`config.mk`:
```
export PLATFORM = sky130hd
export DESIGN_NAME = flow_fifo
export DESIGN_NICKNAME = d
export VERILOG_FILES = /design/src/rtl/flow_fifo.sv
export SDC_FILE = /design/constraint.sdc
export NUM_CORES = 1
export LEC_CHECK = 0
export CAP_MARGIN = 0
export CORE_UTILIZATION = 30
export CTS_CLUSTER_SIZE = 8
export DETAILED_ROUTE_END_ITERATION = 8
export PLACE_DENSITY = 0.45
export SYNTH_ARGS = -nofsm -noshare
export SYNTH_HDL_FRONTEND = slang
export SYNTH_SLANG_ARGS = --single-unit
```
`constraint.sdc`:
```
create_clock -name clk_i -period 6.6 [get_ports clk_i]
set_input_delay 0.66 -clock clk_i [delete_from_list [all_inputs] [get_ports clk_i]]
set_output_delay 0.66 -clock clk_i [all_outputs]
set_load 0.01 [all_outputs]
```
`src/rtl/flow_fifo.sv`:
```
// flow_fifo: receive-path FIFO with hysteretic RTS flow control, occupancy
// output, synchronous flush and sticky overflow reporting.
// All outputs come straight from flops; there is no input-to-output
// combinational path.
// Optional feature macro: FLOW_FIFO_STATS_EN enables a saturating 16-bit
// rejected-beat counter on drop_count_o (tied to zero when undefined).
module flow_fifo #(
    parameter int unsigned Width    = 8,
    parameter int unsigned Depth    = 16,
    parameter int unsigned HighMark = 12,
    parameter int unsigned LowMark  = 8
) (
    input  logic                   clk_i,
    input  logic                   rst_ni,
    input  logic                   clear_i,
    input  logic [Width-1:0]       data_i,
    input  logic                   valid_i,
    output logic                   ready_o,
    output logic [Width-1:0]       data_o,
    output logic                   valid_o,
    input  logic                   ready_i,
    output logic                   rts_o,
    output logic [$clog2(Depth):0] count_o,
    output logic                   overflow_o,
    output logic [15:0]            drop_count_o
);

    localparam int unsigned AddrWidth = $clog2(Depth);
    localparam int unsigned CntWidth  = AddrWidth + 1;

    // Reject illegal configurations at elaboration time
    if ((Depth < 4) || ((Depth & (Depth - 1)) != 0)) begin : g_bad_depth
        $error("flow_fifo: Depth must be a power of two and at least 4");
    end
    if (!((LowMark < HighMark) && (HighMark <= Depth))) begin : g_bad_marks
        $error("flow_fifo: require LowMark < HighMark <= Depth");
    end

    typedef enum logic {
        FLOW = 1'b0,
        STOP = 1'b1
    } rts_state_e;

    logic [Width-1:0]     mem [Depth];
    logic [CntWidth-1:0]  wr_ptr_q;
    logic [CntWidth-1:0]  rd_ptr_q;
    logic [CntWidth-1:0]  count_q;
    logic [CntWidth-1:0]  count_d;
    logic                 ready_q;
    logic                 valid_q;
    logic [Width-1:0]     head_q;
    logic [Width-1:0]     head_d;
    logic                 head_load;
    logic                 overflow_q;
    rts_state_e           rts_q;

    logic                 push;
    logic                 pop;
    logic                 reject;
    logic [AddrWidth-1:0] wr_addr;
    logic [AddrWidth-1:0] rd_next_addr;

    // Handshakes use registered ready/valid only; clear wins over both
    assign push   = valid_i && ready_q && !clear_i;
    assign pop    = valid_q && ready_i && !clear_i;
    assign reject = valid_i && !ready_q;

    assign wr_addr      = wr_ptr_q[AddrWidth-1:0];
    assign rd_next_addr = AddrWidth'(rd_ptr_q + CntWidth'(1));

    // Next occupancy, shared by the status flops and the RTS machine
    always_comb begin
        count_d = count_q;
        if (clear_i) begin
            count_d = '0;
        end else if (push && !pop) begin
            count_d = count_q + CntWidth'(1);
        end else if (pop && !push) begin
            count_d = count_q - CntWidth'(1);
        end
    end

    // Head register refill: bypass from data_i when the head is (about to be)
    // empty, otherwise prefetch the next RAM entry after a pop
    always_comb begin
        head_load = 1'b0;
        head_d    = head_q;
        if (push && ((count_q == '0) || ((count_q == CntWidth'(1)) && pop))) begin
            head_load = 1'b1;
            head_d    = data_i;
        end else if (pop && (count_q > CntWidth'(1))) begin
            head_load = 1'b1;
            head_d    = mem[rd_next_addr];
        end
    end

    // Storage array; every accepted beat is written, the head keeps a copy
    always_ff @(posedge clk_i) begin
        if (push) begin
            mem[wr_addr] <= data_i;
        end
    end

    // Pointers, occupancy and decoded ready/valid flops
    always_ff @(posedge clk_i or negedge rst_ni) begin
        if (!rst_ni) begin
            wr_ptr_q <= '0;
            rd_ptr_q <= '0;
            count_q  <= '0;
            ready_q  <= 1'b1;
            valid_q  <= 1'b0;
        end else begin
            if (clear_i) begin
                wr_ptr_q <= '0;
                rd_ptr_q <= '0;
            end else begin
                if (push) begin
                    wr_ptr_q <= wr_ptr_q + CntWidth'(1);
                end
                if (pop) begin
                    rd_ptr_q <= rd_ptr_q + CntWidth'(1);
                end
            end
            count_q <= count_d;
            ready_q <= (count_d != CntWidth'(Depth));
            valid_q <= (count_d != '0);
        end
    end

    // Output head register; holds while the consumer stalls
    always_ff @(posedge clk_i or negedge rst_ni) begin
        if (!rst_ni) begin
            head_q <= '0;
        end else if (head_load) begin
            head_q <= head_d;
        end
    end

    // Hysteretic RTS: assert at the high mark, release only at the low mark
    always_ff @(posedge clk_i or negedge rst_ni) begin
        if (!rst_ni) begin
            rts_q <= FLOW;
        end else if (clear_i) begin
            rts_q <= FLOW;
        end else begin
            case (rts_q)
                FLOW: begin
                    if (count_d >= CntWidth'(HighMark)) begin
                        rts_q <= STOP;
                    end
                end
                STOP: begin
                    if (count_d <= CntWidth'(LowMark)) begin
                        rts_q <= FLOW;
                    end
                end
                default: rts_q <= FLOW;
            endcase
        end
    end

    // Sticky overflow flag; the offending beat is simply dropped
    always_ff @(posedge clk_i or negedge rst_ni) begin
        if (!rst_ni) begin
            overflow_q <= 1'b0;
        end else if (clear_i) begin
            overflow_q <= 1'b0;
        end else if (reject) begin
            overflow_q <= 1'b1;
        end
    end

`ifdef FLOW_FIFO_STATS_EN
    logic [15:0] drop_q;

    // Saturating count of rejected beats
    always_ff @(posedge clk_i or negedge rst_ni) begin
        if (!rst_ni) begin
            drop_q <= '0;
        end else if (clear_i) begin
            drop_q <= '0;
        end else if (reject && (drop_q != 16'hFFFF)) begin
            drop_q <= drop_q + 16'd1;
        end
    end

    assign drop_count_o = drop_q;
`else
    assign drop_count_o = 16'h0000;
`endif

    assign ready_o    = ready_q;
    assign valid_o    = valid_q;
    assign data_o     = head_q;
    assign count_o    = count_q;
    assign rts_o      = (rts_q == STOP);
    assign overflow_o = overflow_q;

endmodule

```
==> reports/results.ini, run 1 <==
[run_status]
status = finished, final reports clean

[finish]
nets = 427
synthToLayoutAreaGrowth_pct = 17.1
n_antenna_cell = 0
fill_cells = 1959
drive_gt1_share_pct = 17.2

[yosys]
synthMuxAreaShare_pct = 14.3
ys.flop_type = edfxtp_1
synthXorXnorAreaFrac_pct = 1.09
async_flop_share_pct = 16.3
synth_seq_area_share_pct = 69.3
ys_types = 45
synth-adder-area-share_pct = 1.55
synth-compound-area-share_pct = 3.76
yosys.area_share.simple_pct = 6.40
synth_area_mm2 = 0.00645
netlist_instances = 367
synth_area_leaders = edfxtp_1, mux4_2, dfrtp_1
synth_top_family_by_area = multiplexers
synth-seq-cells = 153
synth_top_area_cell = edfxtp_1
syn_area_per_cell_um2 = 17.6
ys_warn_count = 0
synth_top_area_share_pct = 59.6
synth_edf_count = 128

[drt]
vias = 3278
initialDrtViolationCount = 229
drt_wl_total_um = 14200
viasPerCell = 4.73
first_pass_iters = 4
drc_errors = 0
ant_nets = 0
drt-wirelength-per-cell_um = 20.5

[global_routing]
met2_usage_pct = 21.8
grt_pass1_wl_um = 21600
met1_usage_pct = 18.9
use_met3_pct = 3.10
top_usage_layer = met2
antenna_found_initial = 0
grt_overflow = 0
grtUsageTotal_pct = 13.9
grt_pass1_vias = 3468
grt_max_degree = 35

[power]
swShare_pct = 26.8
p_int_mw = 1.91
switchingPower_mw = 0.699
peakVddDrop_v = 0.000186
p_comb_share_pct = 20.2
p_leak_nw = 2.46
p_per_area_mw_per_mm2 = 345
seq_power_share_pct = 44.2
p_clk_share_pct = 35.5
p_total_mw = 2.60

[timing]
relSlewSlack_pct = 39.4
period_needed_ps = 2810
fin_crit_sh_pct = 42.5
tightest_slew_ps = 906
maxSlewViolCount = 0
max_freq_ghz = 0.356
finalHoldViolCount = 0
setup_viol = 0
skew_ps = 7.92
final.setup.tns_ps = 0
rsz0062_at_grt = false

[floorplan]
die_area_mm2 = 0.0221
rows = 53
start_util_pct = 30.7
fp.dieW_um = 149
die_h_um = 149
core_area_mm2 = 0.0210
ioPinCount = 46

[place]
dpl.hpwl_um = 9240
place_congestion = 0.722
io_buffers = 29

[setup_path]
cp_slowest_stage_delay_ps = 740
critPathTopFamily = adder cells
cp.depth = 6
rr_startpoint = rd_ptr_q[1]
arrival_ps = 3110
startpoint_type = flip-flop
critPathSlowestCell = ha_1
crit_chain = ha_1 > buf_4 > mux4_2 > mux2i_1 > o22ai_1 > a221o_1
rr_worst_depth = 6
crit_path_end_kind = flip-flop
cp.required_ps = 6900
worstSetupPathType = reg -> reg
r2r_slack_ps = 3790
r2r_end = data_o[3]
cp_max_fo = 21
worst-path-buf-inv = 1

[clock_tree]
clock_sinks = 153
cts_tree = built
clk_pin_slew_ps = 60
cts-root-buf = clkbuf_16
cts_buffers = 17
clockBufferDepth = 2
cts_hold_buf = 0
worstSkewPairLatency_ps = 420
htree_levels = 4
post_cts_buffers = 0
ctsResizeCount = 0

[flow_run]
drv_cap = 0

[min_path]
worstHoldPathCells = 2
holdCritStartpoint = overflow_o
min_to = overflow_o
hp-class = reg -> reg

## sequential cells by signal, indices dropped and copies added (netlist names)
name	cells
wr_ptr_q	4
rd_ptr_q	4
count_o	5
mem	128
valid_o	1
rts_o	1
ready_o	1
data_o	8
overflow_o	1
## how the worst max path moves through the flow
stage	startpoint	to
finish	rd_ptr_q[1]	data_o[3]
global route	clear_i	data_o[1]
CTS	rd_ptr_q[1]	data_o[5]
detailed placement	clear_i	data_o[3]
global placement	clear_i	data_o[1]
floorplan	count_o[0]	valid_o
## metal layers
layer | vias to the layer above | wire [um]
met1 | 1721 | 6740
met2 | 51 | 6910
met3 | 13 | 338
met4 | 0 | 224
met5 | - | 0
li1 | 1493 | -
## layout by cell type, fill, tap and decap left out, types with 8 or more instances in the layout
master,netlist,final
a21oi_1,8,8
edfxtp_1,128,128
ha_1,8,8
mux4_2,32,32
clkbuf_16,0,17
nand2_1,12,12
dfrtp_1,24,23
clkdlybuf4s50_1,0,29
conb_1,1,16
nor2_1,21,21
o22ai_1,8,8
mux2i_1,17,17
and2_1,14,14
a221o_1,8,8
## synthesized netlist by cell type (3+ instances only)
cell type	count
edfxtp_1	128
clkbuf_1	5
mux4_2	32
buf_2	3
and2_1	14
dfrtp_1	24
ha_1	8
o22ai_1	8
buf_4	18
nor2_1	21
xnor2_1	4
nand2_1	12
buf_6	3
a221o_1	8
a21oi_1	8
nand2b_1	3
inv_1	5
mux2i_1	17
nor3_1	7
xor2_1	4
nand3_1	7
## worst reg2reg max path, delay by kind of cell (launching register included)
family / cells / cell delay (ps)
compound gates: 2 / 390
fa+ha+maj: 1 / 740
buf+inv: 1 / 440
flops: 1 / 400
mux: 2 / 710
## cells by family after synthesis
logic type / count (synthesis)
buf+inv: 35
fa+ha+maj: 8
xor+xnor: 8
mux: 51
compound gates: 34
simple gates: 77
flops: 153
other cells: 1
## final cells by class
cell class	count	area, um^2	area share (%)
flip-flops and latches	153	4470	59.2
multi-input cells	194	1820	24.1
clock buffers	19	433	5.73
well taps	275	344	4.56
repair buffers	34	335	4.44
clock inverters	12	125	1.66
inverters	6	22.5	0.298
## power by group through the flow
stage          Combinational, mW  Clock [mW]  Sequential (mW)
2_1_floorplan              0.337           0             1.16
3_3_place_gp               0.543           0             1.17
3_5_place_dp               0.543           0             1.17
4_1_cts                    0.544       0.946             1.15
5_1_grt                    0.574       0.991             1.16
6_report                   0.527       0.926             1.15
## per-stage QoR
step,utilization (%),cells,setup WS (ps),hold slack [ps],cell area [um^2]
after floorplan,-,382,4430,364,6510
after global placement,33.2,661,3470,522,6980
after detailed placement,33.3,662,3450,503,6990
after CTS,35.9,693,3760,516,7550
after global routing,35.9,693,3660,531,7550
final,35.9,693,3790,507,7550
Power figures use the tool's default switching activity.
==> run 2, diff against run 1 <==
--- a/config.mk
+++ b/config.mk
@@ -9,7 +9,7 @@
 export CORE_UTILIZATION = 30
 export CTS_CLUSTER_SIZE = 8
 export DETAILED_ROUTE_END_ITERATION = 8
-export PLACE_DENSITY = 0.45
+export PLACE_DENSITY = 0.47
 export SYNTH_ARGS = -nofsm -noshare
 export SYNTH_HDL_FRONTEND = slang
 export SYNTH_SLANG_ARGS = --single-unit
==> constraint.sdc (replaced) <==
create_clock -name clk_i -period 2.4 [get_ports clk_i]
set_input_delay 0.24 -clock clk_i [delete_from_list [all_inputs] [get_ports clk_i]]
set_output_delay 0.24 -clock clk_i [all_outputs]
set_load 0.01 [all_outputs]
==> run 2 against run 1 <==
Worst hold slack got worse by 320 ps. Die area did not move. Via count up 2.9%. Clock power rose to 2.9 times the previous value. Sequential cell count is the same. Critical path depth stayed put. Core utilization increased by 1.4 points. Clock-buffer cell count decreased by 2. Critical endpoint unchanged. Highest routed layer unchanged.
==> reports/results.ini, run 2 (synthesis results as in run 1) <==
[finish]
fin_cells = 718  ; +3.6%
layout_common_cells = edfxtp_1, mux4_2, clkdlybuf4s50_1, buf_4, dfrtp_1
synthToLayoutAreaGrowth_pct = 21.7
top_register = mem
nets = 452  ; +5.9%
layout_commonest_cell = edfxtp_1
fill_cells = 1955  ; -0.20%
largest_reg_flops = 128  ; unchanged
drive_gt1_share_pct = 23.0  ; +5.8 points
n_antenna_cell = 0  ; unchanged

[drt]
vias = 3373  ; +2.9%
drt_wl_total_um = 13700  ; -3.4%
first_pass_iters = 5  ; +1
drc_errors = 0  ; unchanged
ant_nets = 0  ; unchanged
initialDrtViolationCount = 217  ; -5.2%
drt-wirelength-per-cell_um = 19.1  ; -6.8%
viasPerCell = 4.70  ; -0.68%

[global_routing]
grtUsageTotal_pct = 13.7  ; -0.25 points
grt_max_degree = 35  ; unchanged
grt_pass1_vias = 3633  ; +4.8%
grt_pass1_wl_um = 21400  ; -0.89%
grt_overflow = 0  ; unchanged
antenna_found_initial = 0  ; unchanged

[timing]
final.setup.tns_ps = 0  ; unchanged
maxSlewViolCount = 0  ; unchanged
max_freq_ghz = 0.446  ; +25%
tightest_slew_ps = 650  ; -256 ps
relSlewSlack_pct = 56.5  ; +17 points
period_needed_ps = 2240  ; -564 ps
hold_slack_ps = 189  ; -317 ps
rsz0062_at_grt = false
fin_crit_sh_pct = 93.4  ; +51 points
skew_ps = 6.57  ; -1.35 ps
finalHoldViolCount = 0  ; unchanged
setup_viol = 0  ; unchanged

[setup_path]
cp_max_fo = 9  ; -57%
rr_worst_depth = 6  ; unchanged
cp.required_ps = 2760  ; -4140 ps
r2r_slack_ps = 160  ; -3640 ps
rr_startpoint = count_o[0]
crit_path_end_kind = flip-flop
arrival_ps = 2600  ; -510 ps
r2r_end = data_o[3]
startpoint_type = flip-flop
worstSetupPathType = reg -> reg

[power]
p_leak_nw = 2.64  ; +7.3%
p_per_area_mw_per_mm2 = 942  ; +170%
peakVddDrop_v = 0.000497  ; +170%

[floorplan]
ioPinCount = 46  ; unchanged
die_h_um = 149  ; unchanged
core_area_mm2 = 0.0210  ; unchanged
fp.dieW_um = 149  ; unchanged
start_util_pct = 30.7  ; unchanged
rows = 53  ; unchanged
die_area_mm2 = 0.0221  ; unchanged

[clock_tree]
worstSkewPairLatency_ps = 420  ; about the same
htree_levels = 4  ; unchanged
cts_tree = built
clock_sinks = 153  ; unchanged
clk_pin_slew_ps = 60  ; about the same
clockBufferDepth = 2  ; unchanged
cts_buffers = 17  ; unchanged
cts_hold_buf = 0  ; unchanged
cts-root-buf = clkbuf_16

[run_status]
status = finished, final reports clean

[place]
place_congestion = 0.762  ; +5.5%
dpl.hpwl_um = 8740  ; -5.4%
io_buffers = 29  ; unchanged
dp.cells = 687  ; +3.8%

[flow_run]
drv_cap = 0  ; unchanged

[min_path]
hp-class = in -> async

run 2: cell types whose count changed in the layout (fill, tap and decap cells not counted), moves of 2 or more:
| cell | previous run | this run |
|---|---|---|
| clkinv_2 | 1 | 3 |
| buf_4 | 4 | 24 |
| clkinvlp_4 | 3 | 1 |
| clkinv_1 | 3 | 1 |
| buf_12 | 0 | 6 |
| clkbuf_1 | 2 | 0 |
run 2: timing repair:
item / CTS / global route
setup endpoints to repair: 0 / 1
gates resized for setup: 0 / 1
setup buffers: 0 / 0
run 2: worst max-delay path, stage by stage, from the launching register on:
cell and delay, ps:
dfrtp_1 480, ha_1 250, o21bai_1 150, a211oi_1 480, nand3_1 390, o22ai_1 290, a221o_1 130
run 2: worst max-delay path by stage:
stage               slack [ps]         to        from  depth (start not counted)
finish                     160  data_o[3]  count_o[0]                          6
global route                20  data_o[3]  count_o[0]                          6
CTS                        130    valid_o  count_o[0]                          7
detailed placement          50  data_o[3]     clear_i                          6
global placement            90    valid_o     valid_i                          7
floorplan                  230    valid_o  count_o[0]                          6
run 2: layout make-up:
type                    instances  area (um^2)  share of cell area, %
inverters                       6         22.5                  0.287
flip-flops and latches        153         4470                   57.0
clock buffers                  17          425                   5.42
repair buffers                 59          591                   7.52
multi-input cells             194         1820                   23.2
clock inverters                14          171                   2.18
well taps                     275          344                   4.38
run 2: per-layer routing:
| metal | global-route usage (%) | vias to the layer above | wire [um] |
|---|---|---|---|
| met2 | 22.0 | 69 | 6720 |
| met3 | 4.57 | 13 | 585 |
| met1 | 17.3 | 1749 | 6230 |
| met5 | 0 | - | 0 |
| li1 | - | 1542 | - |
| met4 | 4.64 | 0 | 188 |
run 2: per-stage QoR:
stage               utilization [%]  total power [mW]  setup slack (ps)  instance area, um^2
floorplan                         -              4.13               231                 6510
detailed placement             34.5              4.75              54.4                 7250
global route                   37.3              7.72              16.3                 7850
global placement               34.5              4.74              93.5                 7250
finish                         37.3              7.39               158                 7850
CTS                            37.3              7.48               126                 7840
run 2: power by group:
part	internal, mW	leakage, nW	switching (mW)
sequential	3.02	1.48	0.121
clock	1.64	0.293	1.09
combinational	0.783	0.869	0.743
